==> config.mk <==
export PLATFORM = sky130hd
export DESIGN_NAME = load_align_unit
export DESIGN_NICKNAME = d
export VERILOG_FILES = /design/src/rtl/load_align_unit.sv
export SDC_FILE = /design/constraint.sdc
export NUM_CORES = 1
export LEC_CHECK = 0
export BUFFER_PORTS_ARGS = -buffer_cell sky130_fd_sc_hd__buf_2
export CAP_MARGIN = 25
export CORE_UTILIZATION = 50
export CTS_CLUSTER_DIAMETER = 200
export DETAILED_ROUTE_END_ITERATION = 12
export PLACE_DENSITY = 0.89
export SYNTH_ARGS = -nofsm -noshare
export SYNTH_HDL_FRONTEND = slang
export SYNTH_SLANG_ARGS = --single-unit
export TNS_END_PERCENT = 5
==> constraint.sdc <==
create_clock -name clk -period 2.64 [get_ports clk]
set_input_delay 0.264 -clock clk [delete_from_list [all_inputs] [get_ports clk]]
set_output_delay 0.264 -clock clk [all_outputs]
set_load 0.1 [all_outputs]
==> src/rtl/load_align_unit.sv <==
// load_align_unit: sequential load-return unit.
// Takes a byte-addressed load from MEM, performs word reads on the data bus,
// extracts and sign/zero-extends the addressed lanes, and returns the result
// together with an exception code (0 none, 1 misaligned, 2 access fault,
// 3 illegal op).
//
// Optional feature: define LOAD_ALIGN_MISALIGNED_SPLIT_EN to serve misaligned
// H/HU/W loads, splitting into two bus reads when the access crosses a word.
// Without it, misaligned H/HU/W loads trap with exc=1 and no bus access.
//
// Ports:
//   clk, rst                        clock, synchronous active-high reset
//   req_valid/req_ready             load request handshake
//   req_addr, req_op                byte address, extension op
//   bus_req_valid/bus_req_ready     word read request handshake
//   bus_req_addr                    word-aligned read address
//   bus_rsp_valid/data/err          single-cycle read response
//   resp_valid/resp_ready           result handshake
//   resp_data, resp_exc             extended data, exception code

`ifndef MEM_EXT_OP_WIDTH
`define MEM_EXT_OP_WIDTH 3
`define MEM_EXT_B  3'b000
`define MEM_EXT_H  3'b001
`define MEM_EXT_W  3'b010
`define MEM_EXT_BU 3'b100
`define MEM_EXT_HU 3'b101
`endif

module load_align_unit #(
   parameter int unsigned ADDR_W  = 32,
   parameter int unsigned TIMEOUT = 16,
   parameter int unsigned CNT_W   = 8
) (
   input  logic                         clk,
   input  logic                         rst,
   input  logic                         req_valid,
   output logic                         req_ready,
   input  logic [ADDR_W-1:0]            req_addr,
   input  logic [`MEM_EXT_OP_WIDTH-1:0] req_op,
   output logic                         bus_req_valid,
   input  logic                         bus_req_ready,
   output logic [ADDR_W-1:0]            bus_req_addr,
   input  logic                         bus_rsp_valid,
   input  logic [31:0]                  bus_rsp_data,
   input  logic                         bus_rsp_err,
   output logic                         resp_valid,
   input  logic                         resp_ready,
   output logic [31:0]                  resp_data,
   output logic [1:0]                   resp_exc
);

   localparam int unsigned OP_W = `MEM_EXT_OP_WIDTH;

   typedef enum logic [2:0] {IDLE, REQ0, WAIT0, REQ1, WAIT1, RESP} state_t;

   state_t            state;
   logic [OP_W-1:0]   op_q;
   logic [1:0]        off_q;
   logic              split_q;
   logic [31:0]       word0_q;
   logic [CNT_W-1:0]  cnt_q;

   // Lane extraction from the two-word window shifted by the byte offset.
   function automatic logic [31:0] extract(input logic [OP_W-1:0] op,
                                           input logic [1:0]      off,
                                           input logic [63:0]     words);
      logic [63:0] merged;
      merged = words >> {off, 3'b000};
      case (op)
         `MEM_EXT_B:  extract = {{24{merged[7]}}, merged[7:0]};
         `MEM_EXT_BU: extract = {24'd0, merged[7:0]};
         `MEM_EXT_H:  extract = {{16{merged[15]}}, merged[15:0]};
         `MEM_EXT_HU: extract = {16'd0, merged[15:0]};
         `MEM_EXT_W:  extract = merged[31:0];
         default:     extract = 32'd0;
      endcase
   endfunction

   // Request classification at acceptance.
   logic is_half_c, is_word_c, illegal_c, misaligned_c, split_c, timeout_c;

   always_comb begin
      is_half_c = (req_op == `MEM_EXT_H) || (req_op == `MEM_EXT_HU);
      is_word_c = (req_op == `MEM_EXT_W);
      illegal_c = !(is_half_c || is_word_c ||
                    (req_op == `MEM_EXT_B) || (req_op == `MEM_EXT_BU));
`ifdef LOAD_ALIGN_MISALIGNED_SPLIT_EN
      misaligned_c = 1'b0;
      split_c      = (is_half_c && (req_addr[1:0] == 2'b11)) ||
                     (is_word_c && (req_addr[1:0] != 2'b00));
`else
      misaligned_c = (is_half_c && req_addr[0]) ||
                     (is_word_c && (req_addr[1:0] != 2'b00));
      split_c      = 1'b0;
`endif
      timeout_c = (TIMEOUT != 0) && (cnt_q == CNT_W'(TIMEOUT - 1));
   end

   // Main FSM with registered outputs.
   always_ff @(posedge clk) begin
      if (rst) begin
         state         <= IDLE;
         req_ready     <= 1'b1;
         bus_req_valid <= 1'b0;
         bus_req_addr  <= '0;
         resp_valid    <= 1'b0;
         resp_data     <= 32'd0;
         resp_exc      <= 2'd0;
         op_q          <= '0;
         off_q         <= 2'd0;
         split_q       <= 1'b0;
         word0_q       <= 32'd0;
         cnt_q         <= '0;
      end else begin
         case (state)
            IDLE: begin
               if (req_valid && req_ready) begin
                  op_q      <= req_op;
                  off_q     <= req_addr[1:0];
                  split_q   <= split_c;
                  req_ready <= 1'b0;
                  if (illegal_c || misaligned_c) begin
                     state      <= RESP;
                     resp_valid <= 1'b1;
                     resp_data  <= 32'd0;
                     resp_exc   <= illegal_c ? 2'd3 : 2'd1;
                  end else begin
                     state         <= REQ0;
                     bus_req_valid <= 1'b1;
                     bus_req_addr  <= {req_addr[ADDR_W-1:2], 2'b00};
                  end
               end
            end
            REQ0, REQ1: begin
               if (bus_req_ready) begin
                  bus_req_valid <= 1'b0;
                  cnt_q         <= '0;
                  state         <= (state == REQ0) ? WAIT0 : WAIT1;
               end
            end
            WAIT0, WAIT1: begin
               if (bus_rsp_valid) begin
                  if (bus_rsp_err) begin
                     state      <= RESP;
                     resp_valid <= 1'b1;
                     resp_data  <= 32'd0;
                     resp_exc   <= 2'd2;
                  end else if ((state == WAIT0) && split_q) begin
                     // Second word follows the first, wrapping at the top.
                     word0_q       <= bus_rsp_data;
                     state         <= REQ1;
                     bus_req_valid <= 1'b1;
                     bus_req_addr  <= bus_req_addr + ADDR_W'(4);
                  end else begin
                     state      <= RESP;
                     resp_valid <= 1'b1;
                     resp_exc   <= 2'd0;
                     resp_data  <= (state == WAIT0) ?
                                   extract(op_q, off_q, {32'd0, bus_rsp_data}) :
                                   extract(op_q, off_q, {bus_rsp_data, word0_q});
                  end
               end else if (timeout_c) begin
                  state      <= RESP;
                  resp_valid <= 1'b1;
                  resp_data  <= 32'd0;
                  resp_exc   <= 2'd2;
               end else begin
                  cnt_q <= cnt_q + CNT_W'(1);
               end
            end
            RESP: begin
               if (resp_ready) begin
                  resp_valid <= 1'b0;
                  req_ready  <= 1'b1;
                  state      <= IDLE;
               end
            end
            default: state <= IDLE;
         endcase
      end
   end

endmodule

==> metrics, run 1 <==
run status=complete, no violations; # nets final=693; Mapped Area=0.00419 mm^2; clock period minus final worst setup slack=2.19 ns; Ports=143; CTS H-tree lvls=3; Clock transition at path regs=0.09 ns; width of the chip=93.5 um; CTS sink cnt=83; number of rows in the core area=33; first-pass GRT wire length=18.3 mm; flip-flop and latch count after synthesis=83; total global routing track utilization=26.4%; worst min-delay path category=in -> reg; largest net degree at the start of global routing=49; Synth Area per Inst=8.46 um^2; synthesis warning total=0; largest fanout of any net on the critical path=16; required arrival time at the worst endpoint=2.89 ns; smallest hold slack=0.132 ns; total setup buffers inserted after CTS=0; total power per unit cell area=748 mW/mm^2; number of optimization iterations in the first detailed-route pass=5; max-capacitance violation count=0; antenna violations before repair=0; Final HPWL DP=8.18 mm; vias in the first global route=3,855; maximum clock frequency=0.456 GHz; sort of element at the end of the critical path=register; Slew Limit Fails=0; routed length per instance=15.8 um; Fin. Hold Viols=0; number of flops mapped to enable cells by yosys=0; number of buffers on the longest clock path=2; die area=0.00875 mm^2; ant diodes=0; Main synth FF type=sky130_fd_sc_hd__dfxtp_1; main area contributors after synthesis=sky130_fd_sc_hd__dfxtp_1 (40%), sky130_fd_sc_hd__nand2_1 (9.4%), sky130_fd_sc_hd__a21oi_1 (6.0%); cts-stage hold buffer count=0; setup repair after global routing missed its margin=no; via count=4,300; IR Drop Worst-Case VDD=0.000278 V; post-detailed-route via-to-cell ratio=5.91; post-detailed-routing wire length=11.5 mm; buffers added on ports=140; weighted congestion reported at the end of routability-driven placement=0.876; # resized after CTS=0; fraction of layout instances using a drive strength above 1=30.8%; TNS Setup=0 ns; initial core utilization=51.2%; async set or reset register ratio after synthesis=0%; Remaining DRCs=0; worst setup path class=reg -> reg; part of the cycle the worst path needs=83.0%; leakage=0.00220 uW; slew of the pin with the lowest slew margin=0.947 ns; root buffer selected by CTS=sky130_fd_sc_hd__clkbuf_8; Max-Slew Margin vs Limit=36.8%; worst endpoint data arrival time=2.44 ns; largest area contributor in the synthesized netlist=sky130_fd_sc_hd__dfxtp_1; number of DRC markers after the initial detailed-route iteration=243; TritonCTS clock tree=built; later-pin clock latency in the skew report=0.36 ns; antenna viol nets, final=0; die extent in y=93.5 um; sequential element share of the synthesized area=39.7%; gr ovfl total=0; area share of the leading cell type in the synthesized netlist=39.7%; core region area=0.00818 mm^2; Commonest cells post-synth=sky130_fd_sc_hd__nand2_1 (105), sky130_fd_sc_hd__dfxtp_1 (83), sky130_fd_sc_hd__a21oi_1 (50); synthesis-to-layout area growth=22.6%; library cell with the highest instance count after synthesis=sky130_fd_sc_hd__nand2_1; number of buffers created by CTS=9; kind of launch point of the worst setup path=register; synth unique cells=55; Post-Syn Instances=495; Clock Skew=0.0132 ns; setup violation total in the final timing report=0
-- sequential cells by signal (all words and copies together), names as in the netlist, 2 cells and up --
register      cells
off_q             2
cnt_q             8
bus_req_addr     30
op_q              3
resp_exc          2
resp_data        32
state             3
-- worst max-delay path, stage by stage (launching register included) --
cell	delay, ns
sky130_fd_sc_hd__dfxtp_1	0.48
sky130_fd_sc_hd__mux2_1	0.36
sky130_fd_sc_hd__o2bb2ai_1	0.17
sky130_fd_sc_hd__a211oi_4	0.66
sky130_fd_sc_hd__nand2_1	0.12
sky130_fd_sc_hd__a32o_1	0.30
-- cells in the final DEF, fill, tap and decap left out, drive strengths merged, types with 3 or more instances in the layout --
cell and instances:
mux2 10, nor3 3, clkinvlp 3, a31oi 3, nor2 25, nand3 13, and3 7, clkbuf 10
nand2 105, nor2b 5, nand3b 3, mux2i 22, a21oi 50, a22o 8, mux4 7, dfxtp 83
o21ai 27, o211ai 9, a21o 8, or4 3, inv 7, buf 150, a32o 25, a211oi 5
-- logic make-up after synthesis --
group | synth area share [%]
other cells | 0.0895
mux | 11.7
flops | 39.7
fa+ha+maj | 0.299
simple gates | 19.0
xor+xnor | 0.627
compound gates | 23.8
buf+inv | 4.75
-- report_power, final --
group          switching, uW  internal (uW)
Combinational           1060            399
Clock                    486            447
Sequential               102           1350
-- metrics by stage --
step                      cells  area, um^2  utilization, %  total power [uW]  setup slack (ns)
after global placement      712        4930            60.3              2870             0.580
after global routing        728        5130            62.8              4030             0.304
after detailed placement    712        4930            60.3              2910             0.468
after CTS                   728        5130            62.8              3850             0.471
after floorplan             496        4190               -              2620             0.402
final                       728        5130            62.8              3840             0.449
-- per-layer routing --
layer	vias to the layer above	track usage [%]	part of all wire [%]
met3	34	6.99	10
met4	0	9.87	2.0
met5	-	0	0
li1	2038	-	-
met1	1981	33.3	41
met2	247	43.1	47
-- path summary, 6_finish.rpt --
check / from / end / slack, ns / depth (start not counted)
max: off_q[1]$_SDFFE_PP0P_ / resp_data[29]$_SDFFE_PP0P_ / 0.45 / 5
min: req_addr[10] / bus_req_addr[10]$_SDFFE_PP0P_ / 0.13 / 3
max reg2reg: off_q[1]$_SDFFE_PP0P_ / resp_data[29]$_SDFFE_PP0P_ / 0.45 / 5
min reg2reg: bus_req_addr[3]$_SDFFE_PP0P_ / bus_req_addr[3]$_SDFFE_PP0P_ / 0.45 / 2
-- layout make-up --
type | instances | area, um^2
Timing Repair Buffer | 150 | 776
Sequential cell | 83 | 1660
Clock inverter | 6 | 72.6
Fill cell | 682 | 3040
Inverter | 6 | 22.5
Tap cell | 105 | 131
Clock buffer | 10 | 128
Multi-Input combinational cell | 368 | 2340
Power figures use the tool's default switching activity.
==> inputs of run 2 (changes only) <==
--- a/config.mk
+++ b/config.mk
@@ -7,10 +7,10 @@
 export LEC_CHECK = 0
 export BUFFER_PORTS_ARGS = -buffer_cell sky130_fd_sc_hd__buf_2
 export CAP_MARGIN = 25
-export CORE_UTILIZATION = 50
+export CORE_UTILIZATION = 46
 export CTS_CLUSTER_DIAMETER = 200
 export DETAILED_ROUTE_END_ITERATION = 12
-export PLACE_DENSITY = 0.89
+export PLACE_DENSITY = 0.86
 export SYNTH_ARGS = -nofsm -noshare
 export SYNTH_HDL_FRONTEND = slang
 export SYNTH_SLANG_ARGS = --single-unit
==> constraint.sdc (replaced) <==
create_clock -name clk -period 1.97 [get_ports clk]
set_input_delay 0.197 -clock clk [delete_from_list [all_inputs] [get_ports clk]]
set_output_delay 0.197 -clock clk [all_outputs]
set_load 0.1 [all_outputs]
==> run 2 against run 1 <==
Effect of this change: register-to-register slack got worse by 0.35 ns; fmax rose by 17%; critical path depth rose by 1; worst setup slack got worse by 0.35 ns; clock skew rose by 0.0023 ns; die area rose by 8.5%; first-iteration DRC count fell by 23%; total power rose by 35%; cell count rose by 2.2%.
==> metrics, run 2 (same netlist as run 1, synthesis figures left out) <==
run status=complete, no violations; part of the cycle the worst path needs=94.9%; Slew Limit Fails=0; antenna violations before repair=0; biggest regs=resp_data x32, bus_req_addr x30, cnt_q x8; worst endpoint data arrival time=2.11 ns; number of rows in the core area=34; initial core utilization=47.8%; total power per unit cell area=983 mW/mm^2; fraction of layout instances using a drive strength above 1=33.3%; setup repair after global routing missed its margin=no; worst setup path class=reg -> reg; setup slack at placement=0.0870 ns; number of DRC markers after the initial detailed-route iteration=186; launch point of the worst reg-to-reg path=cnt_q[4]$_SDFFE_PP0P_; number of buffers created by CTS=9; proportion of total power due to net switching=42.6%; M1 wire length=4.80 mm; launch point of the worst path=cnt_q[4]$_SDFFE_PP0P_; antenna viol nets, final=0; Gate power share=39.9%; R2R cell count=6; flip-flop and latch area=0.00167 mm^2; post-detailed-routing wire length=11.4 mm; IR Drop Worst-Case VDD=0.000550 V; Remaining DRCs=0; leakage=0.00228 uW; Clock Skew=0.0155 ns; max-capacitance violation count=0; slack of the worst reg-to-reg path=0.1 ns; CP cell instances=or4_4 -> o21bai_2 -> o221a_2 -> nor2_2 -> buf_12 -> a22o_1; weighted congestion reported at the end of routability-driven placement=0.878; Routed met2 length=5.58 mm; launch point of the worst hold path=req_addr[10]; synthesis-to-layout area growth=26.3%; total global routing track utilization=23.5%; number of buffers and inverters on the critical path=1; Max-Slew Margin vs Limit=62.3%; uppermost routed layer=met4; # resized after CTS=0; maximum clock frequency=0.535 GHz; core region area=0.00876 mm^2; later-pin clock latency in the skew report=0.34 ns; CTS H-tree lvls=3; top library cells by usage in the layout, fill and taps aside=sky130_fd_sc_hd__buf_2 (140), sky130_fd_sc_hd__nand2_1 (105), sky130_fd_sc_hd__dfxtp_1 (77); ant diodes=0; total net switching power=2210 uW; cell type of the slowest stage on the worst timing path=sky130_fd_sc_hd__or4_4; worst reg2reg endpoint=resp_data[6]$_SDFFE_PP0P_; Ports=143; TNS Setup=0 ns; cell type group with the largest total delay on the critical path=compound AO/OA/AOI/OAI gates; buffers added on ports=140; number of optimization iterations in the first detailed-route pass=5; cts-stage hold buffer count=0; width of the chip=97.4 um; die area=0.00949 mm^2; clock period minus final worst setup slack=1.87 ns; die extent in y=97.4 um; largest net degree at the start of global routing=42; CTS sink cnt=83; slew of the pin with the lowest slew margin=0.564 ns; largest fanout of any net on the critical path=32; vias in the first global route=3,966; register with the most flip-flops=resp_data; Endpoint, Worst Hold=bus_req_addr[10]$_SDFFE_PP0P_; kind of launch point of the worst setup path=register; Fin. Hold Viols=0; number of instances on the worst hold path=3; first-pass GRT wire length=18.6 mm; footprint of the multi-input gates=0.00234 mm^2; setup violation total in the final timing report=0; met3 WL=917 um; total setup buffers inserted after CTS=0; number of buffers on the longest clock path=2; internal power consumption=2990 uW; routed length per instance=15.4 um; flip-flop count of the largest register after layout=32; sort of element at the end of the critical path=register; worst min-delay path category=in -> reg; required arrival time at the worst endpoint=2.21 ns; post-detailed-route via-to-cell ratio=5.85; TritonCTS clock tree=built; gr ovfl total=0; relative contribution of sequential cells to total power=37.2%; Final HPWL DP=8.63 mm; number of fill cells=740; Clock transition at path regs=0.09 ns; root buffer selected by CTS=sky130_fd_sc_hd__clkbuf_8; Setup WS post-layout=0.0998 ns; stage delay of the slowest cell on the critical path=0.54 ns; # nets final=706; commonest non-fill, non-tap cell in the layout=sky130_fd_sc_hd__buf_2; part of the total power dissipated in the clock network=22.9%; via count=4,349
[run 2: cell count changes in the layout (fill, tap and decap cells not counted), sizes merged]
cell,change
inv,+1
clkbuf,+1
clkinvlp,-1
buf,+13
bufinv,-1
[run 2: power groups by stage]
stage / clock (uW) / combinational [uW] / sequential, uW
after detailed placement: 0 / 2050 / 1970
after global placement: 0 / 2010 / 1960
after floorplan: 0 / 984 / 2520
after CTS: 1210 / 2060 / 1930
after global routing: 1280 / 2220 / 1960
final: 1190 / 2080 / 1930
[run 2: worst min-delay path: cells and delay by family]
family                 cells  cell delay (ns)
buffers and inverters      1             0.09
AOI/OAI and AO/OA          1             0.05
and+or+nand+nor            1             0.04
[run 2: cell type report]
class                   count  share of cell area, %
inverters                   6                  0.426
multi-input cells         368                   44.3
well taps                 108                   2.55
repair buffers            163                   17.5
clock inverters             5                  0.828
flip-flops and latches     83                   31.6
clock buffers              11                   2.86
[run 2: how the worst max path moves through the flow]
stage                     cells past startpoint                          to
after floorplan                               6   resp_data[2]$_SDFFE_PP0P_
after global placement                        5       state[2]$_SDFFE_PP0P_
after detailed placement                      6   resp_data[6]$_SDFFE_PP0P_
after CTS                                     6  resp_data[16]$_SDFFE_PP0P_
after global routing                          5       state[2]$_SDFFE_PP0P_
final                                         6   resp_data[6]$_SDFFE_PP0P_
[run 2: metal layers]
metal  track usage (%)  vias to the layer above
li1                  -                     2066
met1              29.6                     2049
met2              40.7                      220
met3              5.04                       14
met4              6.11                        0
met5                 0                        -
[run 2: per-stage QoR]
step	instance area (um^2)	utilization [%]	instances	hold WS, ns	power [uW]
final	5290	60.4	744	0.0806	5200
after floorplan	4190	-	496	0.333	3510
after CTS	5280	60.3	744	0.0637	5210
after detailed placement	5090	58.0	728	0.443	4020
after global routing	5290	60.4	744	0.0715	5450
after global placement	5090	58.0	728	0.439	3970
